===== src/rtl/instruction_fetch_queue.sv =====
// Instruction fetch queue: owns the fetch PC, issues word reads to a
// 1-cycle-latency program memory and buffers returned instructions (tagged
// with their PC) in a small FIFO drained over a valid/ready handshake.
// A redirect flushes queued and in-flight instructions and restarts fetch.
module instruction_fetch_queue #(
  parameter int                    DEPTH      = 4,
  parameter int                    ADDR_WIDTH = 32,
  parameter logic [ADDR_WIDTH-1:0] RESET_PC   = 32'h0040_0000
) (
  input  logic                         clk,
  input  logic                         reset,
  input  logic                         enable_i,
  input  logic                         redirect_i,
  input  logic [ADDR_WIDTH-1:0]        redirect_pc_i,
  output logic                         mem_req_o,
  output logic [ADDR_WIDTH-1:0]        mem_addr_o,
  input  logic                         mem_rvalid_i,
  input  logic [31:0]                  mem_rdata_i,
  output logic                         instr_valid_o,
  output logic [31:0]                  instr_o,
  output logic [ADDR_WIDTH-1:0]        instr_pc_o,
  input  logic                         instr_ready_i,
  output logic [$clog2(DEPTH+1)-1:0]   count_o
);

  localparam int CW = $clog2(DEPTH + 1);
  localparam int PW = $clog2(DEPTH);
  localparam logic [CW:0]   DEPTH_OCC = (CW + 1)'(DEPTH);
  localparam logic [PW-1:0] LAST_PTR  = PW'(DEPTH - 1);

  typedef enum logic {
    S_IDLE,
    S_FETCH
  } state_t;

  state_t                 state;
  logic [ADDR_WIDTH-1:0]  pc;
  logic [ADDR_WIDTH-1:0]  inflight_pc;
  logic                   inflight;

  logic [31:0]            data_mem [DEPTH];
  logic [ADDR_WIDTH-1:0]  pc_mem   [DEPTH];
  logic [PW-1:0]          head;
  logic [PW-1:0]          tail;
  logic [CW-1:0]          count;

  logic                   issue;
  logic                   push;
  logic                   pop;
  logic                   has_entry;
  logic [CW:0]            occupancy;
  logic [ADDR_WIDTH-1:0]  redirect_pc_aligned;

  // Circular pointer advance that works for non-power-of-two depths.
  function automatic logic [PW-1:0] ptr_next(input logic [PW-1:0] p);
    return (p == LAST_PTR) ? '0 : p + PW'(1);
  endfunction

  // Occupancy counts the outstanding request so the FIFO can never overflow;
  // a pop in the same cycle deliberately gives no credit.
  assign occupancy           = {1'b0, count} + {{CW{1'b0}}, inflight};
  assign has_entry           = (count != '0);
  assign issue               = (state == S_FETCH) && enable_i && !redirect_i
                               && (occupancy < DEPTH_OCC);
  assign push                = inflight && mem_rvalid_i && !redirect_i;
  assign pop                 = has_entry && instr_ready_i;
  assign redirect_pc_aligned = redirect_pc_i & ~ADDR_WIDTH'(3);

  assign mem_req_o     = issue;
  assign mem_addr_o    = pc;
  assign instr_valid_o = has_entry;
  assign instr_o       = has_entry ? data_mem[head] : '0;
  assign instr_pc_o    = has_entry ? pc_mem[head]   : '0;
  assign count_o       = count;

  // Fetch FSM: fetching simply follows the enable input.
  always_ff @(posedge clk) begin
    if (reset) begin
      state <= S_IDLE;
    end else begin
      case (state)
        S_IDLE:  if (enable_i)  state <= S_FETCH;
        S_FETCH: if (!enable_i) state <= S_IDLE;
        default: state <= S_IDLE;
      endcase
    end
  end

  // Fetch PC and the single outstanding-request tracker (latency is fixed at 1).
  always_ff @(posedge clk) begin
    if (reset) begin
      pc          <= RESET_PC;
      inflight    <= 1'b0;
      inflight_pc <= RESET_PC;
    end else if (redirect_i) begin
      pc       <= redirect_pc_aligned;
      inflight <= 1'b0;
    end else begin
      inflight <= issue;
      if (issue) begin
        inflight_pc <= pc;
        pc          <= pc + ADDR_WIDTH'(4);
      end
    end
  end

  // FIFO pointers and occupancy; redirect empties the queue like reset does.
  always_ff @(posedge clk) begin
    if (reset || redirect_i) begin
      head  <= '0;
      tail  <= '0;
      count <= '0;
    end else begin
      if (push) tail <= ptr_next(tail);
      if (pop)  head <= ptr_next(head);
      case ({push, pop})
        2'b10:   count <= count + CW'(1);
        2'b01:   count <= count - CW'(1);
        default: count <= count;
      endcase
    end
  end

  // FIFO storage: each returned word is written together with its request PC.
  always_ff @(posedge clk) begin
    if (push && !reset) begin
      data_mem[tail] <= mem_rdata_i;
      pc_mem[tail]   <= inflight_pc;
    end
  end

endmodule


===== config.mk =====
export PLATFORM = sky130hd
export DESIGN_NAME = instruction_fetch_queue
export DESIGN_NICKNAME = d
export VERILOG_FILES = /design/src/rtl/instruction_fetch_queue.sv
export SDC_FILE = /design/constraint.sdc
export NUM_CORES = 1
export LEC_CHECK = 0
export CELL_PAD_IN_SITES_DETAIL_PLACEMENT = 0
export CELL_PAD_IN_SITES_GLOBAL_PLACEMENT = 1
export CORE_MARGIN = 2
export CORE_UTILIZATION = 45
export DETAILED_ROUTE_END_ITERATION = 10
export MAX_ROUTING_LAYER = met4
export PLACE_DENSITY = 0.86
export SYNTH_ARGS = -nofsm -noshare
export SYNTH_HDL_FRONTEND = slang
export SYNTH_SLANG_ARGS = --single-unit

===== constraint.sdc =====
create_clock -name clk -period 3.5 [get_ports clk]
set_clock_uncertainty 0.15 [all_clocks]
set_input_delay 0.35 -clock clk [delete_from_list [all_inputs] [get_ports clk]]
set_output_delay 0.35 -clock clk [all_outputs]
set_load 0.1 [all_outputs]

======== Yosys cells after proc, flatten, opt, wreduce, memory -nomap -nowiden ========
Memories as Yosys holds them, arrays and structs flattened. A register that Yosys moved wholly into a read port is not among the register bits.
Cells that the tools add are included.
operators by class
  add/subtract/negate cells ............... 6
  $lt $le $gt $ge ......................... 1
  eq/ne operators ......................... 4
  mux-type cells .......................... 14
  bitwise logic cells ..................... 1
  reductions and logical operators ........ 15
operators with widths
  operator                                                    count
  two-way mux 32 bit                                          4
  adder 32 x 3 -> 32 bit, second input constant               1
  two-way mux 2 bit                                           6
  logical AND 1 bit                                           7
  == test 2 bit, second input constant                        3
  one-hot mux 3 bit (2 select lines)                          1
  adder 2 x 1 -> 2 bit, second input constant                 2
  adder 3 x 1 -> 4 bit                                        1
  less-than comparator 4 x 3 -> 1 bit, second input constant  1
  nonzero test 2 bit                                          2
  adder 3 x 1 -> 3 bit, second input constant                 1
  two-way mux 1 bit                                           3
  nonzero test 3 bit                                          1
  subtractor 3 x 1 -> 3 bit, second input constant            1
  == test 2 x 1 -> 1 bit, second input constant               1
  zero test 1 bit                                             2
  AND reduction 2 bit                                         1
  OR reduction 2 bit                                          1
  logical OR 1 bit                                            1
  inverter 1 bit                                              1
word-level totals
  register bits ........................... 73
  RAM bits ................................ 256
  output and inout bits ................... 101
  word-level logic and storage cells ...... 51
  memories ................................ 2
memory list
  name      words  bits a word  rd ports  clocked after memory_dff  write ports  line  text
  data_mem  4      32           1         1                         1            41    logic [31:0] data_mem [DEPTH];
  pc_mem    4      32           1         1                         1            42    logic [ADDR_WIDTH-1:0] pc_mem [DEPTH];

======== Depth between registers and ports, before layout ========
Gate-level depths: netlist (run 1).
  depth after elaboration ................. 5
  mapped depth ............................ 10

======== Worst setup path before layout (run 1) ========
No wires, ideal clock.
  path type ............................... flip-flop to output port
  start ................................... reg count[0], in the netlist count_o[0]
  end ..................................... out instr_pc_o[22]
  arrival time ............................ 3293 ps
  data required time ...................... 3000 ps
  slack ................................... -293 ps
  cell stages (with the launch flop) ...... 5
  path buffers ............................ 2
  path through ............................ dfxtp_1 > or3_1 > clkbuf_1 > clkbuf_1 > and2_1
between the ends
  word-level cells in the longest chain between the ends .. 2
RTL lines
  item                      line  text
  start: declaration        45    logic [CW-1:0] count;
  start signal: assignment  117   2'b10: count <= count + CW'(1);
  start signal: assignment  118   2'b01: count <= count - CW'(1);
  start signal: assignment  119   default: count <= count;
  nonzero test 3 bit        62    assign has_entry = (count != '0);
  named net instr_valid_o   19    output logic instr_valid_o,
  two-way mux 32 bit        73    assign instr_pc_o = has_entry ? pc_mem[head] : '0;
  end: declaration          21    output logic [ADDR_WIDTH-1:0] instr_pc_o,
The timed path passes the listed nets, and every way through them passes these cells.

==> flow_results.org, run 1 <==
** Timing
- Total negative slack for setup checks :: 0 ps
- The max-slew violation count was 0.
- Setup repair after global routing missed its margin :: false
- Final setup violation count :: 0
- Worst rel slew slack :: 0.3194
- At the pin with the least slew margin, the transition time is between 1000 and 1500 ps.
- The final count of hold timing violations is 0.
- Final worst path period share :: 0.8175
- The clock period could shrink to 2861 ps.
- Max Fclk :: around 350 MHz

** Logic synthesis
- Count of cell types in the netlist :: between 50 and 60
- Netlist area before placement :: approximately 13000 um^2
- Synthesis inferred roughly 320 register bits.
- The average instance in the mapped netlist occupies roughly 15 um^2.
- For this run, the number of Yosys warnings is 0.
- For this run, the register share of the synthesized area comes to 0.6969.
- Post-Syn Instances :: 827

** Clock network
- After clock tree synthesis, the clock-pin slew on the worst setup and hold paths is roughly 60 ps.
- Cts bufs inserted :: 31
- Number of gates resized after CTS :: 0
- For this design, the CTS-stage hold fixing added 0 buffers.
- Longest Clk Path Bufs :: 3
- In this run the post-CTS setup repair buffer count came out at 0.
- CTS placed an instance of sky130_fd_sc_hd__clkbuf_16 at the clock tree root.
- Clock tree synthesis found a total of 319 sinks.
- TritonCTS built the clock tree.
- In this run the number of H-tree levels came out at 1.
- Clock latency at the later pin of the worst-skew pair :: 560 ps

** Routing
- Routed vias :: roughly 7400
- The first TritonRoute pass finished after 5 iterations.
- In the routed design, unresolved DRC markers number 0.
- Remaining number of nets flagged by the antenna check after routing :: 0
- Number of vias per cell after detailed routing :: between 5 and 6
- Wires add up to between 20000 and 30000 um.
- After detailed routing, the average wire length per cell comes to between 15 and 20 um.
- The detailed router finished its first iteration with 522 violations.

** Layout
- 0 antenna diodes ended up in the layout.
- Of the cells placed in the final design, the portion with a size suffix greater than 1 is 0.2075.
- Counting the fill cells in the layout gives 2247.
- For this run, the post-layout net count is roughly 1100.
- Leaving out filler cells and counting taps, the final layout contains 1390.
- Area Growth Syn to Fin :: 22.15%
- For this run, the share of the core covered by cells in the final layout is 0.5595.

** Floorplanning
- The die is about 170 um tall.
- Die Footprint :: between 20000 and 30000 um^2
- Ports placed on the boundary :: ~170
- The region available for standard cell placement spans approximately 28000 um^2.
- The initial utilization of the core area, before any placement, comes to 0.4581.
- Site Rows :: 61
- From left edge to right edge, the die measures 172.2 um.

** Pwr
- Total design power :: ~7.5 mW
- Total power per unit cell area :: 482.2 nW/um^2
- VDD IR max :: roughly 0.35 mV
- Leakage power summed over all cells :: roughly 4.8 nW

** Setup path
- Traced cell by cell, the critical path runs through buf_12, mux4_2, and2_1, buf_4.
- Crit-path slowest cell :: sky130_fd_sc_hd__mux4_2
- The critical path crosses 4 cells after its start point.
- Reg-to-Reg End :: mem_addr_o[25]
- STA classifies the critical path endpoint as a primary output.
- Buffers plus inverters on the worst setup path :: 2
- Crit Reg-Reg Startpoint :: mem_addr_o[8]
- Worst path arrival time :: around 2400 ps
- Reg2reg setup slack :: between 900 and 1000 ps
- Maximum fanout encountered on the critical timing path :: 62
- The critical path in this run is classified as flop to primary output.
- On the worst path, the slowest cell contributes a delay of around 560 ps.
- Data required time at the worst endpoint :: ~3000 ps
- Critical path's top delay family :: buffers and inverters
- The number of cells on the worst reg-to-reg path is 5.
- The critical path ends at instr_pc_o[20].
- Element type at the critical path start :: flop

** Flow run
- Total of max-cap violations :: 0

** Placed design
- Half-perimeter wire length after detailed placement :: ~16000 um
- Placer's final routability congestion estimate :: about 0.78
- Cell Count Post-Placement :: 1335
- During placement, the flow inserted port buffers numbering ~160.

** Outcome
- Status :: finished clean

** Global routing
- The number of antenna violations at the first check in global routing is 0.
- The number of global-route vias before repair is 7376.
- The first global-routing pass estimated between 30000 and 40000 um of wire.
- Across every metal layer, demand over resource in global routing totals 0.1791.
- For this run the aggregate overflow at the end of global routing stands at 0.
- Largest net degree at the start of global routing :: 64

** Hold path
- Path class of the lowest-slack min-delay path :: input pin to flop
## worst reg2reg max path: cells and delay by family (launching register included)
family             cells  cell delay (ps)
AOI/OAI and AO/OA      1              170
DFF                    1              540
and+or+nand+nor        4             1590
## sequential cells by signal, summed over array words and instances (netlist names), named ones only
register     flops
data_mem       128
tail             2
count_o          3
head             2
mem_addr_o      30
state            1
inflight         1
inflight_pc     30
pc_mem         120
## cell usage after synthesis (all sizes together)
cell type / number / area, um^2
a41oi: 2 / 17.52
clkinv: 1 / 3.750
xor2: 2 / 17.52
and3: 7 / 45.05
conb: 1 / 3.750
nor3: 7 / 40.04
a21oi: 58 / 290.3
xnor2: 1 / 8.760
a31oi: 16 / 100.1
o2bb2ai: 1 / 8.760
dfxtp: 71 / 1421
nor2: 25 / 101.4
ha: 7 / 87.58
or2: 1 / 6.260
nand3: 16 / 85.08
a32oi: 3 / 26.28
o21ai: 11 / 55.05
a2111oi: 1 / 8.760
edfxtp: 248 / 7447
nand2: 107 / 401.6
o311ai: 1 / 8.760
clkbuf: 31 / 146.4
nand4: 13 / 96.34
or3: 6 / 38.79
nand3b: 1 / 7.510
o41a: 1 / 12.51
mux2: 7 / 78.83
o211ai: 4 / 30.03
buf: 23 / 131.4
inv: 9 / 33.78
and2: 66 / 414.2
fa: 1 / 20.02
o21bai: 3 / 22.52
a211oi: 1 / 7.510
mux4: 62 / 1396
nor4: 2 / 27.53
nor4bb: 1 / 10.01
nor2b: 1 / 6.260
a22oi: 2 / 15.01
or4: 5 / 37.54
a2bb2oi: 1 / 8.760
## worst min-delay path by stage
stage / cells past startpoint / endpoint / from
6_report: 3 / mem_addr_o[17] / redirect_pc_i[17]
5_1_grt: 3 / mem_addr_o[17] / redirect_pc_i[17]
3_5_place_dp: 2 / flop / head[1]
2_1_floorplan: 0 / data_mem[0][0] / mem_rdata_i[0]
3_3_place_gp: 2 / flop / head[1]
4_1_cts: 3 / mem_addr_o[17] / redirect_pc_i[17]
## metal layers
| layer | global-route usage | up-vias | share of wire |
|---|---|---|---|
| met4 | 0.04311 | 0 | 0.016 |
| li1 | - | 3474 | - |
| met5 | - | - | 0 |
| met1 | 0.2450 | 3664 | 0.44 |
| met2 | 0.2843 | 246 | 0.47 |
| met3 | 0.02953 | 41 | 0.069 |
## where the power goes
group | internal (mW) | total (mW) | leakage [nW] | switching (mW)
Combinational | 0.133 | 0.409 | 1.77 | 0.275
Sequential | 4.08 | 4.13 | 2.59 | 0.0458
Clock | 1.65 | 2.96 | 0.435 | 1.31
## cells in the final DEF, fill, tap and decap left out, types with 5 or more instances in the layout
master	instances
sky130_fd_sc_hd__edfxtp_1	248
sky130_fd_sc_hd__and2_1	65
sky130_fd_sc_hd__clkbuf_1	11
sky130_fd_sc_hd__nor2_1	24
sky130_fd_sc_hd__mux4_2	62
sky130_fd_sc_hd__ha_1	7
sky130_fd_sc_hd__inv_1	9
sky130_fd_sc_hd__a31oi_1	16
sky130_fd_sc_hd__a21oi_1	58
sky130_fd_sc_hd__dfxtp_1	69
sky130_fd_sc_hd__clkinv_2	5
sky130_fd_sc_hd__nor3_1	6
sky130_fd_sc_hd__mux2_2	7
sky130_fd_sc_hd__buf_12	7
sky130_fd_sc_hd__or4_1	5
sky130_fd_sc_hd__nand4_1	12
sky130_fd_sc_hd__buf_4	74
sky130_fd_sc_hd__o21ai_0	11
sky130_fd_sc_hd__nand3_1	15
sky130_fd_sc_hd__nand2_1	106
sky130_fd_sc_hd__clkbuf_16	31
sky130_fd_sc_hd__clkdlybuf4s50_1	99
## cell families after synthesis
| family | Yosys count | share of synthesized area |
|---|---|---|
| other cells | 1 | 0.0002947 |
| buf+inv | 64 | 0.02478 |
| fa+ha+maj | 8 | 0.008455 |
| flops | 319 | 0.6969 |
| mux | 69 | 0.1159 |
| compound gates | 105 | 0.04808 |
| xor+xnor | 3 | 0.002065 |
| simple gates | 258 | 0.1035 |
## through the flow
stage	setup slack, ps	hold WS (ps)	area, um^2
finish	638.8	191.2	15540
global route	533.0	190.3	15540
CTS	571.7	167.0	15540
detailed placement	588.7	334.8	14650
global placement	548.3	326.0	14650
floorplan	185.0	298.9	12740
## cell type report
cell class,count,area (um^2),area share
Clock buffer,43,830.8,0.05344
Inverter,10,37.54,0.002415
Tap cell,378,473.0,0.03043
Clock inverter,12,68.82,0.004427
Sequential cell,319,8874,0.5708
Timing Repair Buffer,181,1692,0.1088
Multi-Input combinational cell,447,3570,0.2296
Note: power is estimated with default switching activity, not from simulation.
==> run 2, diff against run 1 <==
==> constraint.sdc (replaced) <==
create_clock -name clk -period 2.76 [get_ports clk]
set_clock_uncertainty 0.15 [all_clocks]
set_input_delay 0.276 -clock clk [delete_from_list [all_inputs] [get_ports clk]]
set_output_delay 0.276 -clock clk [all_outputs]
set_load 0.1 [all_outputs]
==> flow_results.org, run 2 (synthesis results as in run 1) <==
** Floorplanning
- The overall die width is 172.2 um (unchanged).
- The row count was 61 (unchanged).
- The die outline height was 172.2 um (unchanged).
- The starting utilization of the core area came to 0.4581 (unchanged).
- The floorplan core area is 27780 um^2 (unchanged).
- Die Footprint :: 29640 um^2 (unchanged)
- Ports placed on the boundary :: 171 (unchanged)

** Layout
- Number of antenna cells inserted :: 0 (unchanged)
- Register bank with the most flops :: data_mem
- Core Util, Final :: 0.5938 (+0.03427)
- Layout Cell Area excl Fill :: 16500 um^2 (+6.1%)
- The number of nets at the end of the flow is 1075 (+0.66%).
- From synthesis to final layout, the design area changed by 29.63%.
- The flip-flop count of the largest register, all copies and words added was 128 (unchanged).
- The largest registers in the layout are data_mem x128, pc_mem x120.
- Most frequent standard cell in the layout excluding fill and tap cells :: sky130_fd_sc_hd__edfxtp_1
- The share of final-layout standard cells stronger than drive strength 1 is 0.2581 (+0.05059).
- Commonest cells after routing, fill and taps aside :: sky130_fd_sc_hd__edfxtp_1, sky130_fd_sc_hd__nand2_1, sky130_fd_sc_hd__buf_12, sky130_fd_sc_hd__dfxtp_1, sky130_fd_sc_hd__clkdlybuf4s50_1

** Timing
- Final worst path period share :: 0.9204
- The actual slew at the worst max-slew pin came to 892.7 ps (-125.0 ps).
- The worst path setup slack after routing was 219.6 ps (-419.2 ps).
- Final setup violation count :: 0 (unchanged)
- The final count of hold timing violations is 0 (unchanged).
- For this run, the top clock speed supported by timing is between 300 and 400 MHz.
- Final critical delay including setup and external delays :: ~2500 ps
- Max Slew Vio Count :: 0 (unchanged)
- The worst slew slack as a fraction of its limit is 0.4027 (+0.08328).
- Setup repair after global routing left no endpoint under its margin.
- Total negative slack for setup checks :: 0 ps (unchanged)

** Pwr
- The power density of the placed cells came to 617.3 nW/um^2 (+28%).
- The leakage power of the design was 5.143 nW (+7.2%).
- The total power came to 10.18 mW (+36%).
- The peak ir drop on the vdd network is 0.3684 mV (+5.9%).

** Placed design
- The number of buffers added on ports is 164 (unchanged).
- The final HPWL from detailed placement is 15830 um (-0.57%).
- The weighted congestion at the end of routability-driven global placement was 0.8215 (+5.5%).
- Worst Setup Slack post-DPL :: 177.7 ps (-411.0 ps)
- Placement-stage cell area :: 15400 um^2 (+5.2%)

** Routing
- The vias after detailed routing was 7485 (+0.81%).
- Metal3 WL :: 1687 um (-5.0%)
- Wire length on met1 :: 11330 um (about the same)
- The antenna violation net count after detailed routing was 0 (unchanged).
- Top routing layer in use :: met4
- Average wire length per cell after detail routing :: 18.52 um (about the same)
- The number of design rule violations left after detail routing was 0 (unchanged).
- The via-per-instance ratio is 5.358 (+0.30%).
- Detailed-routed wire length on met2 :: 12380 um (+1.3%)
- Initial DRC count :: 611 (+17%)
- Length of the first detailed-routing pass in iterations :: 5 (unchanged)
- Wirelength, routed :: 25870 um (+0.47%)

** Hold path
- Hold Path Cell Cnt :: 3 (unchanged)
- The path class of the tightest hold or removal check is input pin to flop.

** Global routing
- Grt total ovfl :: 0 (unchanged)
- The first-pass GRT wire length was 40620 um (+1.8%).
- The all-layer global routing usage came to 0.1848 (+0.005741).
- Number of global-route vias before repair :: 7359 (-0.23%)
- Number of antenna violations at the first check in global routing :: 0 (unchanged)
- Largest net degree at the start of global routing :: 64 (unchanged)

** Clock network
- Number of H-tree branching levels :: 2 (+1)
- Count of buffers added by post-CTS timing repair for setup :: 0 (unchanged)
- The clock insertion delay at the later pin of the skew report came to 500 ps (-60 ps).
- The quantity of hold-fixing buffers added after cts was 0 (unchanged).
- The number of resized instances in the post-cts repair step came to 0 (unchanged).
- Library cell used as clock root buffer :: sky130_fd_sc_hd__clkbuf_16
- Longest Clk Path Bufs :: 3 (unchanged)
- TritonCTS built the clock tree.
- The total clock buffers created by CTS is 34 (+9.7%).
- The clock sink total came to 319 (unchanged).
- Clock transition at path regs :: 60 ps (about the same)

** Setup path
- Among all stages on the critical path, the largest delay is contributed by sky130_fd_sc_hd__mux4_2.
- CP Cell Sequence :: buf_12, mux4_2, and2_1, buf_12
- Top cell by count, worst path :: sky130_fd_sc_hd__buf_12
- Kind of end point of the critical path :: primary output
- Maximum fanout encountered on the critical timing path :: 36 (-42%)
- On the critical path the largest part of the delay comes from multiplexers.
- STA classifies the critical path startpoint as a flop.
- The required time of the critical path was 2330 ps (-670 ps).
- Buffers plus inverters on the worst setup path :: 2 (unchanged)
- The total stage count of the critical path is 4 (unchanged).
- Worst reg2reg path depth :: 6 (+1)
- CP peak stage delay :: 550 ps (about the same)
- Worst path arrival time :: 2110 ps (-250 ps)
- The worst setup path is of the flop to primary output kind.

** Outcome
- The flow ran to the end, and the final reports show no timing, DRC or antenna violations.

** Flow run
- The number of max-cap violations is 0 (unchanged).
## run 2: tightest hold or removal path: stages
cell                              delay [ps]
sky130_fd_sc_hd__clkdlybuf4s50_1         400
sky130_fd_sc_hd__nand2_1                  60
sky130_fd_sc_hd__a21oi_1                  50
## run 2: path summary, 6_finish.rpt
| check | startpoint | to | slack (ps) |
|---|---|---|---|
| setup / recovery | flop | instr_o[22] | 220 |
| hold / removal | redirect_pc_i[14] | mem_addr_o[14] | 190 |
| setup reg to reg | mem_addr_o[3] | mem_addr_o[30] | 430 |
| hold reg to reg | head[1] | flop | 330 |
## run 2: layout make-up
type,count,area [um^2]
well taps,378,473.0
repair buffers,185,2427
fillers,2122,11280
multi-input cells,447,3588
flip-flops and latches,319,8877
inverters,10,37.54
clock inverters,12,166.4
clock buffers,46,927.1
## run 2: metrics by stage
| stage | hold slack (ps) | cells |
|---|---|---|
| after global routing | 178.1 | 1397 |
| after CTS | 163.1 | 1397 |
| final | 185.3 | 1397 |
| after floorplan | 224.9 | 830 |
| after detailed placement | 323.4 | 1339 |
| after global placement | 313.8 | 1339 |
## run 2: routing by layer
| metal | track usage | vias up |
|---|---|---|
| li1 | - | 3487 |
| met1 | 0.2462 | 3683 |
| met2 | 0.2970 | 272 |
| met3 | 0.03296 | 43 |
| met4 | 0.04896 | 0 |
| met5 | - | - |
## run 2: where the power goes
group          switching (mW)  leakage, nW  internal, mW  total (mW)
combinational           0.361         2.02         0.170       0.531
clock                    1.70        0.528          2.73        4.42
sequential             0.0523         2.59          5.18        5.23
